[src/rtl/jtdd_sdram_pkg.sv]
// Shared definitions for the SDRAM responder: command encodings, mode word, FSM states.
package jtdd_sdram_pkg;

  // Commands as {ncs, nras, ncas, nwe}
  localparam logic [3:0] CMD_NOP = 4'b0111;
  localparam logic [3:0] CMD_ACT = 4'b0011;
  localparam logic [3:0] CMD_RD  = 4'b0101;
  localparam logic [3:0] CMD_WR  = 4'b0100;
  localparam logic [3:0] CMD_PRE = 4'b0010;
  localparam logic [3:0] CMD_REF = 4'b0001;
  localparam logic [3:0] CMD_MRS = 4'b0000;

  // Burst length 2, sequential, CL=2
  localparam logic [12:0] MODE_REG = 13'b000_0_00_010_0_001;

  localparam int unsigned WAIT_W = 16;

  typedef enum logic [3:0] {
    StInitWait,
    StInitPre,
    StInitRef1,
    StInitRef2,
    StMrs,
    StIdle,
    StAct,
    StRead,
    StData0,
    StData1,
    StWrite,
    StWrite2,
    StRef,
    StWait
  } state_e;

  // READ/WRITE address: A10 set for auto-precharge, column in the low bits
  function automatic logic [12:0] col_addr(input logic [8:0] col);
    return {3'b001, 1'b0, col};
  endfunction

endpackage

[src/rtl/jtdd_sdram_wait.sv]
// Loadable down-counter shared by every timed wait in the SDRAM FSM.
module jtdd_sdram_wait
  import jtdd_sdram_pkg::*;
#(
  parameter int unsigned ResetVal = 0
) (
  input  logic              clk,
  input  logic              rst,
  input  logic              load_i,
  input  logic [WAIT_W-1:0] load_val_i,
  output logic              done_o
);

  logic [WAIT_W-1:0] cnt_q;

  // Count down to zero and hold there until reloaded
  always_ff @(posedge clk) begin
    if (rst) begin
      cnt_q <= WAIT_W'(ResetVal);
    end else if (load_i) begin
      cnt_q <= load_val_i;
    end else if (cnt_q != '0) begin
      cnt_q <= cnt_q - WAIT_W'(1);
    end
  end

  assign done_o = (cnt_q == '0);

endmodule

[src/rtl/jtdd_sdram.sv]
// SDRAM responder: serves 32-bit ROM reads, download writes and periodic refresh on bank 0.
module jtdd_sdram
  import jtdd_sdram_pkg::*;
#(
  parameter int unsigned INIT_WAIT  = 4800,
  parameter int unsigned REF_PERIOD = 374,
  parameter int unsigned TRP        = 2,
  parameter int unsigned TRCD       = 2,
  parameter int unsigned TRFC       = 4,
  parameter int unsigned CL         = 2
) (
  input  logic        clk,
  input  logic        rst,
  input  logic        downloading,
  input  logic        sdram_req,
  input  logic [21:0] sdram_addr,
  output logic        sdram_ack,
  output logic        data_rdy,
  output logic [31:0] data_read,
  output logic        loop_rst,
  input  logic        refresh_en,
  input  logic [21:0] prog_addr,
  input  logic [7:0]  prog_data,
  input  logic [1:0]  prog_mask,
  input  logic        prog_we,
  output logic        wr_busy,
  output logic [12:0] sdram_a,
  output logic [1:0]  sdram_ba,
  output logic [1:0]  sdram_dqm,
  output logic        sdram_ncs,
  output logic        sdram_nras,
  output logic        sdram_ncas,
  output logic        sdram_nwe,
  output logic        sdram_cke,
  input  logic [15:0] dq_in,
  output logic [15:0] dq_out,
  output logic        dq_oe
);

  state_e            state_q, state_d, ret_q, ret_d;
  logic              wait_load, wait_done;
  logic [WAIT_W-1:0] wait_val;
  logic [3:0]        cmd_q;
  logic [15:0]       ref_cnt_q;
  logic              ref_due;
  logic              wr_pend_q;
  logic [21:0]       wr_addr_q;
  logic [7:0]        wr_data_q, data_q;
  logic [1:0]        wr_mask_q, mask_q;
  logic              op_wr_q;
  logic [8:0]        col_q;
  logic [15:0]       lo_q;

  assign ref_due  = (ref_cnt_q >= 16'(REF_PERIOD)) && refresh_en;
  assign wr_busy  = wr_pend_q;
  assign sdram_ba = 2'b00;
  assign sdram_cke = 1'b1;
  assign {sdram_ncs, sdram_nras, sdram_ncas, sdram_nwe} = cmd_q;

  // Wait lengths are loaded as (gap - 2): the command state and the final wait cycle each
  // take one cycle, so the next command lands exactly 'gap' cycles after this one.
  jtdd_sdram_wait #(
    .ResetVal (INIT_WAIT)
  ) u_wait (
    .clk        (clk),
    .rst        (rst),
    .load_i     (wait_load),
    .load_val_i (wait_val),
    .done_o     (wait_done)
  );

  // Next-state selection and wait-counter loading
  always_comb begin
    state_d   = state_q;
    ret_d     = ret_q;
    wait_load = 1'b0;
    wait_val  = '0;
    unique case (state_q)
      StInitWait: if (wait_done) state_d = StInitPre;
      StInitPre: begin
        state_d = StWait; ret_d = StInitRef1; wait_load = 1'b1; wait_val = WAIT_W'(TRP - 2);
      end
      StInitRef1: begin
        state_d = StWait; ret_d = StInitRef2; wait_load = 1'b1; wait_val = WAIT_W'(TRFC - 2);
      end
      StInitRef2: begin
        state_d = StWait; ret_d = StMrs; wait_load = 1'b1; wait_val = WAIT_W'(TRFC - 2);
      end
      StMrs: begin
        state_d = StWait; ret_d = StIdle; wait_load = 1'b1; wait_val = '0;
      end
      StIdle: begin
        if (wr_pend_q)                         state_d = StAct;
        else if (ref_due)                      state_d = StRef;
        else if (sdram_req && !downloading)    state_d = StAct;
      end
      StAct: begin
        state_d = StWait; ret_d = op_wr_q ? StWrite : StRead;
        wait_load = 1'b1; wait_val = WAIT_W'(TRCD - 2);
      end
      // DATA0 is one cycle past CAS latency to allow for the registered dq_in path
      StRead: begin
        state_d = StWait; ret_d = StData0; wait_load = 1'b1; wait_val = WAIT_W'(CL - 1);
      end
      StData0:  state_d = StData1;
      StData1: begin
        state_d = StWait; ret_d = StIdle; wait_load = 1'b1; wait_val = WAIT_W'(TRP - 2);
      end
      StWrite:  state_d = StWrite2;
      StWrite2: begin
        state_d = StWait; ret_d = StIdle; wait_load = 1'b1; wait_val = WAIT_W'(TRP - 2);
      end
      StRef: begin
        state_d = StWait; ret_d = StIdle; wait_load = 1'b1; wait_val = WAIT_W'(TRFC - 2);
      end
      StWait:   if (wait_done) state_d = ret_q;
      default:  state_d = StInitWait;
    endcase
  end

  // State, registered SDRAM command/data outputs, write buffer and refresh counter
  always_ff @(posedge clk) begin
    if (rst) begin
      state_q   <= StInitWait;
      ret_q     <= StIdle;
      cmd_q     <= CMD_NOP;
      sdram_a   <= '0;
      sdram_dqm <= 2'b11;
      dq_oe     <= 1'b0;
      dq_out    <= '0;
      sdram_ack <= 1'b0;
      data_rdy  <= 1'b0;
      data_read <= '0;
      loop_rst  <= 1'b1;
      ref_cnt_q <= '0;
      wr_pend_q <= 1'b0;
      wr_addr_q <= '0;
      wr_data_q <= '0;
      wr_mask_q <= '0;
      op_wr_q   <= 1'b0;
      col_q     <= '0;
      data_q    <= '0;
      mask_q    <= '0;
      lo_q      <= '0;
    end else begin
      state_q   <= state_d;
      ret_q     <= ret_d;
      cmd_q     <= CMD_NOP;
      sdram_dqm <= 2'b11;
      dq_oe     <= 1'b0;
      sdram_ack <= 1'b0;
      data_rdy  <= 1'b0;

      if (state_d == StRef)                       ref_cnt_q <= '0;
      else if (ref_cnt_q < 16'(REF_PERIOD))       ref_cnt_q <= ref_cnt_q + 16'd1;

      // A strobe during the WRITE cycle refills the buffer rather than being lost
      if (prog_we) begin
        wr_pend_q <= 1'b1;
        wr_addr_q <= prog_addr;
        wr_data_q <= prog_data;
        wr_mask_q <= prog_mask;
      end else if (state_q == StWrite) begin
        wr_pend_q <= 1'b0;
      end

      if (state_d != state_q) begin
        case (state_d)
          StInitPre: begin
            cmd_q   <= CMD_PRE;
            sdram_a <= 13'h0400;
          end
          StInitRef1, StInitRef2, StRef: cmd_q <= CMD_REF;
          StMrs: begin
            cmd_q   <= CMD_MRS;
            sdram_a <= MODE_REG;
          end
          StIdle: loop_rst <= 1'b0;
          StAct: begin
            cmd_q <= CMD_ACT;
            if (wr_pend_q) begin
              op_wr_q <= 1'b1;
              col_q   <= wr_addr_q[8:0];
              data_q  <= wr_data_q;
              mask_q  <= wr_mask_q;
              sdram_a <= wr_addr_q[21:9];
            end else begin
              op_wr_q   <= 1'b0;
              col_q     <= sdram_addr[8:0];
              sdram_a   <= sdram_addr[21:9];
              sdram_ack <= 1'b1;
            end
          end
          StRead: begin
            cmd_q   <= CMD_RD;
            sdram_a <= col_addr(col_q);
          end
          StWrite: begin
            cmd_q     <= CMD_WR;
            sdram_a   <= col_addr(col_q);
            sdram_dqm <= mask_q;
            dq_oe     <= 1'b1;
            dq_out    <= {data_q, data_q};
          end
          StWrite2: dq_oe <= 1'b1;
          default: ;
        endcase
      end

      // Keep DQM low from READ through DATA0 so its read latency covers both beats
      if (state_d == StRead || state_d == StData0 || (state_d == StWait && ret_d == StData0)) begin
        sdram_dqm <= 2'b00;
      end

      if (state_q == StData0) lo_q <= dq_in;
      if (state_q == StData1) begin
        data_read <= {dq_in, lo_q};
        data_rdy  <= 1'b1;
      end
    end
  end

endmodule

[config.mk]
export PLATFORM = sky130hd
export DESIGN_NAME = jtdd_sdram
export DESIGN_NICKNAME = d
export VERILOG_FILES = /design/src/rtl/jtdd_sdram_pkg.sv /design/src/rtl/jtdd_sdram_wait.sv /design/src/rtl/jtdd_sdram.sv
export SDC_FILE = /design/constraint.sdc
export NUM_CORES = 1
export LEC_CHECK = 0
export ABC_AREA = 1
export CORE_MARGIN = 8
export CORE_UTILIZATION = 30
export DETAILED_ROUTE_END_ITERATION = 12
export SLEW_MARGIN = 20
export SYNTH_ARGS = -nofsm -noshare
export SYNTH_HDL_FRONTEND = slang
export SYNTH_SLANG_ARGS = --single-unit
[constraint.sdc]
create_clock -name clk -period 2.72 [get_ports clk]
set_input_delay 0.408 -clock clk [delete_from_list [all_inputs] [get_ports clk]]
set_output_delay 0.408 -clock clk [all_outputs]
set_load 0.005 [all_outputs]
==> impl_metrics.yaml, run 1 <==
layout:
  area_growth_pct: 34.6
  layout-drive-gt1-share_pct: 7.71
  stdcell_count: 1461
  antenna_cells: 0
  fin_nets: 1208
sta:
  final_max_slew_viol_count: 0
  finalHoldViolCount: 0
  holdWs_ns: 0.427
  slew_headroom_pct: 60.9
  rsz0062_at_grt: "no"
  fmax_ghz: 0.415
  min_period_over_period_pct: 88.5
  min_period_ns: 2.41
  worst_slew_pin_slew_ns: 0.586
  setup_viol: 0
  setup_slack_ns: 0.312
  fin_setup_tns_ns: 0
  clock-skew-final_ns: 0.0129
floorplan:
  die_x_um: 170
  core_area_mm2: 0.0233
  ios: 151
  fp.dieH_um: 170
  rows: 56
  dieArea_mm2: 0.0288
  start_util_pct: 30.4
placement:
  gp_congestion: 0.845
  place_hpwl_um: 15200
  post-place-ws_ns: 0.171
  io_buffers: 146
  dp_cells: 1427
pwr:
  power_per_cell_area_mw_per_mm2: 892
  leakagePower_nw: 3.90
  ir_drop_uv: 406
cts:
  htreeDepth: 4
  clkSinkCount: 171
  cts.path.max_buffers: 2
  numCtsBuffers: 17
  path_clk_slew_ns: 0.07
  cts_tree: "built"
  root_buffer: "clkbuf_16"
  clock_latency_ns: 0.43
synthesis:
  yosysMostFrequentCell: "nor2_1"
  ys_top_cells_by_count: "nor2_1 (276), nand2_1 (176), dfxtp_1 (171)"
  syn-instance-count: 998
  yosysTopAreaCellShare_pct: 48.3
  synth_area_leader_cell: "dfxtp_1"
  synth_flop_cell: "dfxtp_1"
  synth-seq-cells: 171
  synth_area_mm2: 0.00709
  ys_types: 39
  synth_area_leaders: "dfxtp_1 (48%), nor2_1 (15%), nand2_1 (9.3%)"
  synth-seq-area-share_pct: 48.3
  postSynth.asyncResetShare_pct: 0
  yosysWarnings: 0
  synth_enable_flop_cells: 0
  avgSynthCellArea_um2: 7.10
grt:
  track_usage_pct: 14.6
  antenna_found_initial: 0
  grt_pass1_wl_um: 33900
  grt_pass1_vias: 6660
  grt.overflow.total: 0
  grt_max_degree: 47
routing:
  first_pass_iters: 5
  wl_per_cell_um: 14.2
  drtIter0Drc: 289
  vias: 6626
  via_per_inst: 4.54
  drtAntennaViolNets: 0
  drc: 0
  routed_wl_um: 20800
critical_path:
  worstPathRequired_ns: 3.07
  crit_path_start_kind: "flip-flop"
  crit_type: "flip-flop to flip-flop"
  worstPathArrival_ns: 2.76
  path_max_fanout: 31
  end_kind: "flip-flop"
status:
  outcome: "finished, final reports clean"
run:
  cap_violations: 0
worst_hold_path:
  hold_path.class: "flip-flop to flip-flop"
==> layer usage <==
metal	global-route usage (%)	up-vias	wire (µm)
met5	0	-	0
met4	3.08	0	195
met3	6.37	14	1810
met2	24.4	154	9650
met1	17.0	3019	9100
li1	-	3439	-
==> repair_timing <==
action / CTS / global route
setup endpoints to repair: 0 / 40
buffers inserted: 0 / 2
resized for setup: 0 / 7
hold buffers: 0 / 0
==> cell type report <==
type | count | area [µm²]
Fill cell | 2450 | 13800
Sequential cell | 171 | 3420
Tap cell | 319 | 399
Inverter | 65 | 250
Timing Repair Buffer | 165 | 1630
Multi-Input combinational cell | 709 | 3180
Clock inverter | 15 | 230
Clock buffer | 17 | 425
==> report_power, final <==
part           switching [mW]  leakage [nW]  internal, mW
clock network            1.08         0.309          1.57
logic                    1.62          2.20          1.07
registers               0.257          1.40          2.91
total                    2.96          3.90          5.55
==> registers in the layout (all words and copies together) (netlist names), 9 cells and up <==
name / flops
data_read: 32
wr_addr_q: 22
lo_q: 16
ref_cnt_q: 16
u_wait.cnt_q: 16
sdram_a: 13
col_q: 9
==> per-stage QoR <==
step	total power [mW]	instance area (µm²)	util, %
finish	8.51	9540	40.9
CTS	8.44	9480	40.6
global placement	5.75	8820	37.8
detailed placement	5.76	8820	37.8
floorplan	4.86	7090	-
global route	9.04	9540	40.9
==> worst max-delay path: stages (launching register included) <==
cell      delay (ns)
dfxtp_1         0.33
inv_1           0.08
ha_1            0.23
nand3_1         0.15
nor2_4          0.18
nand3b_1        0.15
a21oi_2         0.19
nand2_2         0.18
inv_2           0.09
nand2_1         0.12
nor2_4          0.13
buf_6           0.23
o211ai_1        0.12
a21oi_1         0.15
==> cells by family (layout without fill, tap and decap cells) <==
group | Yosys count | in the layout | share of synthesized area (%)
buffers and inverters | 120 | 262 | 7.24
flip-flops | 171 | 171 | 48.3
AND/OR/NAND/NOR | 520 | 520 | 29.5
XOR/XNOR | 8 | 8 | 0.989
AO/OA/AOI/OAI | 174 | 174 | 13.3
adder cells (fa/ha/maj) | 3 | 3 | 0.530
other | 2 | 4 | 0.106
==> final timing paths <==
kind / start / to / slack, ns / cells past startpoint
hold reg to reg: ref_cnt_q[10]$_SDFFE_PP0N_ / ref_cnt_q[10]$_SDFFE_PP0N_ / 0.43 / 2
hold / removal: ref_cnt_q[10]$_SDFFE_PP0N_ / ref_cnt_q[10]$_SDFFE_PP0N_ / 0.43 / 2
setup / recovery: u_wait.cnt_q[0]$_SDFFE_PP0P_ / sdram_a[9]$_SDFFE_PP0P_ / 0.31 / 13
setup reg to reg: u_wait.cnt_q[0]$_SDFFE_PP0P_ / sdram_a[9]$_SDFFE_PP0P_ / 0.31 / 13
==> cells in the final DEF (no fill, tap or decap), types with 15 or more instances in the layout <==
master,synthesis,routed
nor2_1,276,275
nand2_1,176,176
dfxtp_1,171,171
clkdlybuf4s50_1,0,145
o21ai_0,95,95
inv_1,53,51
a21oi_1,33,33
nand3_1,26,26
clkbuf_16,0,17
buf_4,13,16
o21ai_1,15,15
No activity file was read; power rests on OpenSTA's default activity.
==> run 2, diff against run 1 <==
--- a/config.mk
+++ b/config.mk
@@ -6,6 +6,7 @@
 export NUM_CORES = 1
 export LEC_CHECK = 0
 export ABC_AREA = 1
+export CAP_MARGIN = 20
 export CORE_MARGIN = 8
 export CORE_UTILIZATION = 30
 export DETAILED_ROUTE_END_ITERATION = 12
==> run 2 against run 1 <==
Die area is the same; worst hold slack about the same; routed wire length barely moved; sequential power barely moved; non-clock buffer count rose by 1; sequential share of layout area shrank 0.089 points; core utilization grew 0.10 points; global-route usage is the same; power is 0.11% higher; largest cell class unchanged.
==> impl_metrics.yaml, run 2 (synthesized netlist as in run 1, its figures left out) <==
placement:
  gp_congestion: 0.845
  io_buffers: 146
  post-place-ws_ns: 0.171
  place_hpwl_um: 15200
  dpl_cell_area_mm2: 0.00882
grt:
  grt_pass1_vias: 6660
  grt_pass1_wl_um: 33900
  track_usage_pct: 14.6
  grt.overflow.total: 0
  grt_max_degree: 47
  antenna_found_initial: 0
sta:
  final_max_slew_viol_count: 0
  finalHoldViolCount: 0
  min_period_over_period_pct: 88.8
  fmax_ghz: 0.414
  fin_setup_tns_ns: 0
  clock-skew-final_ns: 0.0122
  rsz0062_at_grt: "no"
  setup_slack_ns: 0.306
  worst_slew_pin_slew_ns: 0.564
  min_period_ns: 2.41
  setup_viol: 0
  slew_headroom_pct: 62.3
cts:
  clock_latency_ns: 0.43
  root_buffer: "clkbuf_16"
  cts_tree: "built"
  clkSinkCount: 171
  hold_buffers: 0
  cts.path.max_buffers: 2
  path_clk_slew_ns: 0.07
  htreeDepth: 4
  numCtsBuffers: 17
routing:
  via_per_inst: 4.51
  routed_wl_um: 20800
  first_pass_iters: 5
  wl_per_cell_um: 14.2
  drtIter0Drc: 324
  drtAntennaViolNets: 0
  vias: 6596
  drc: 0
layout:
  final_common_cell: "nor2_1"
  area_growth_pct: 34.9
  regMostFlops: "data_read"
  fin_nets: 1209
  largest_reg_flops: 32
  top_regs: "data_read: 32 flops, wr_addr_q: 22 flops"
  fin_area_mm2: 0.00956
  fill_cells: 2451
  layout-drive-gt1-share_pct: 7.70
  final_cell_mix: "nor2_1 (275), nand2_1 (176), dfxtp_1 (171)"
  antenna_cells: 0
critical_path:
  worstPathCellList: "inv_1, ha_1, nand3_1, nor2_4, nand3b_1, a21oi_2, nand2_2, inv_2, nand2_1, nor2_4, buf_6, o211ai_1, a21oi_1"
  critPathBufInv: 3
  path_max_fanout: 31
  critPathMostFrequentCell: "nor2_4"
  worstPathRequired_ns: 3.07
  cp_top_family: "simple AND/OR/NAND/NOR gates"
  crit_type: "flip-flop to flip-flop"
  slowest_delay_ns: 0.33
  crit_path_start_kind: "flip-flop"
  end_kind: "flip-flop"
  slowest_stage: "dfxtp_1"
  worstPathArrival_ns: 2.76
floorplan:
  ios: 151
  dieArea_mm2: 0.0288
  die_x_um: 170
  rows: 56
  start_util_pct: 30.4
  fp.dieH_um: 170
  core_area_mm2: 0.0233
pwr:
  leakagePower_nw: 3.91
  power_mw: 8.52
  power_per_cell_area_mw_per_mm2: 891
  ir_drop_uv: 405
run:
  cap_violations: 0
status:
  outcome: "finished, final reports clean"
worst_hold_path:
  hold_path.class: "flip-flop to flip-flop"
## run 2: changes by cell type in the layout (fill, tap and decap cells not counted), sizes merged
| cell | before | now |
|---|---|---|
| buf | 20 | 21 |
| clkinv | 3 | 4 |
| clkinvlp | 4 | 3 |
## run 2: worst paths after layout
kind | end | slack (ns) | start | depth (start not counted)
hold reg to reg | ref_cnt_q[10]$_SDFFE_PP0N_ | 0.43 | ref_cnt_q[10]$_SDFFE_PP0N_ | 2
setup reg to reg | sdram_a[9]$_SDFFE_PP0P_ | 0.31 | u_wait.cnt_q[0]$_SDFFE_PP0P_ | 13
setup / recovery | sdram_a[9]$_SDFFE_PP0P_ | 0.31 | u_wait.cnt_q[0]$_SDFFE_PP0P_ | 13
hold / removal | ref_cnt_q[10]$_SDFFE_PP0N_ | 0.43 | ref_cnt_q[10]$_SDFFE_PP0N_ | 2
## run 2: repair_timing
| item | CTS | global route |
|---|---|---|
| buffers inserted | 0 | 2 |
| setup endpoints to repair | 0 | 26 |
| resized for setup | 0 | 6 |
## run 2: where the power goes
part,internal [mW],switching (mW)
Clock,1.57,1.08
Combinational,1.09,1.62
Sequential,2.91,0.256
Total,5.57,2.96
## run 2: final cells by class
type	count	area, µm²	share of cell area, %
clock buffers	17	425	4.45
clock inverters	15	230	2.41
inverters	65	246	2.58
multi-input cells	709	3180	33.3
flip-flops and latches	171	3420	35.8
well taps	319	399	4.17
repair buffers	166	1660	17.3
## run 2: worst register-to-register path, cell delays in order (launching register included)
cell,delay (ns)
dfxtp_1,0.33
inv_1,0.08
ha_1,0.23
nand3_1,0.15
nor2_4,0.18
nand3b_1,0.15
a21oi_2,0.20
nand2_2,0.18
inv_2,0.09
nand2_1,0.12
nor2_4,0.13
buf_6,0.23
o211ai_1,0.13
a21oi_1,0.15
## run 2: metal layers
layer | global-route usage [%] | wire length [µm] | share of wire (%)
met2 | 24.4 | 9660 | 47
met1 | 17.0 | 9100 | 44
met3 | 6.37 | 1840 | 8.9
met5 | 0 | 0 | 0
met4 | 3.08 | 170 | 0.82
## run 2: through the flow
step	std cells	utilization, %	hold slack [ns]
after global placement	1427	37.8	0.415
after floorplan	1000	-	0.408
after global routing	1462	41.0	0.444
after detailed placement	1427	37.8	0.418
final	1462	41.0	0.427
after CTS	1459	40.6	0.417
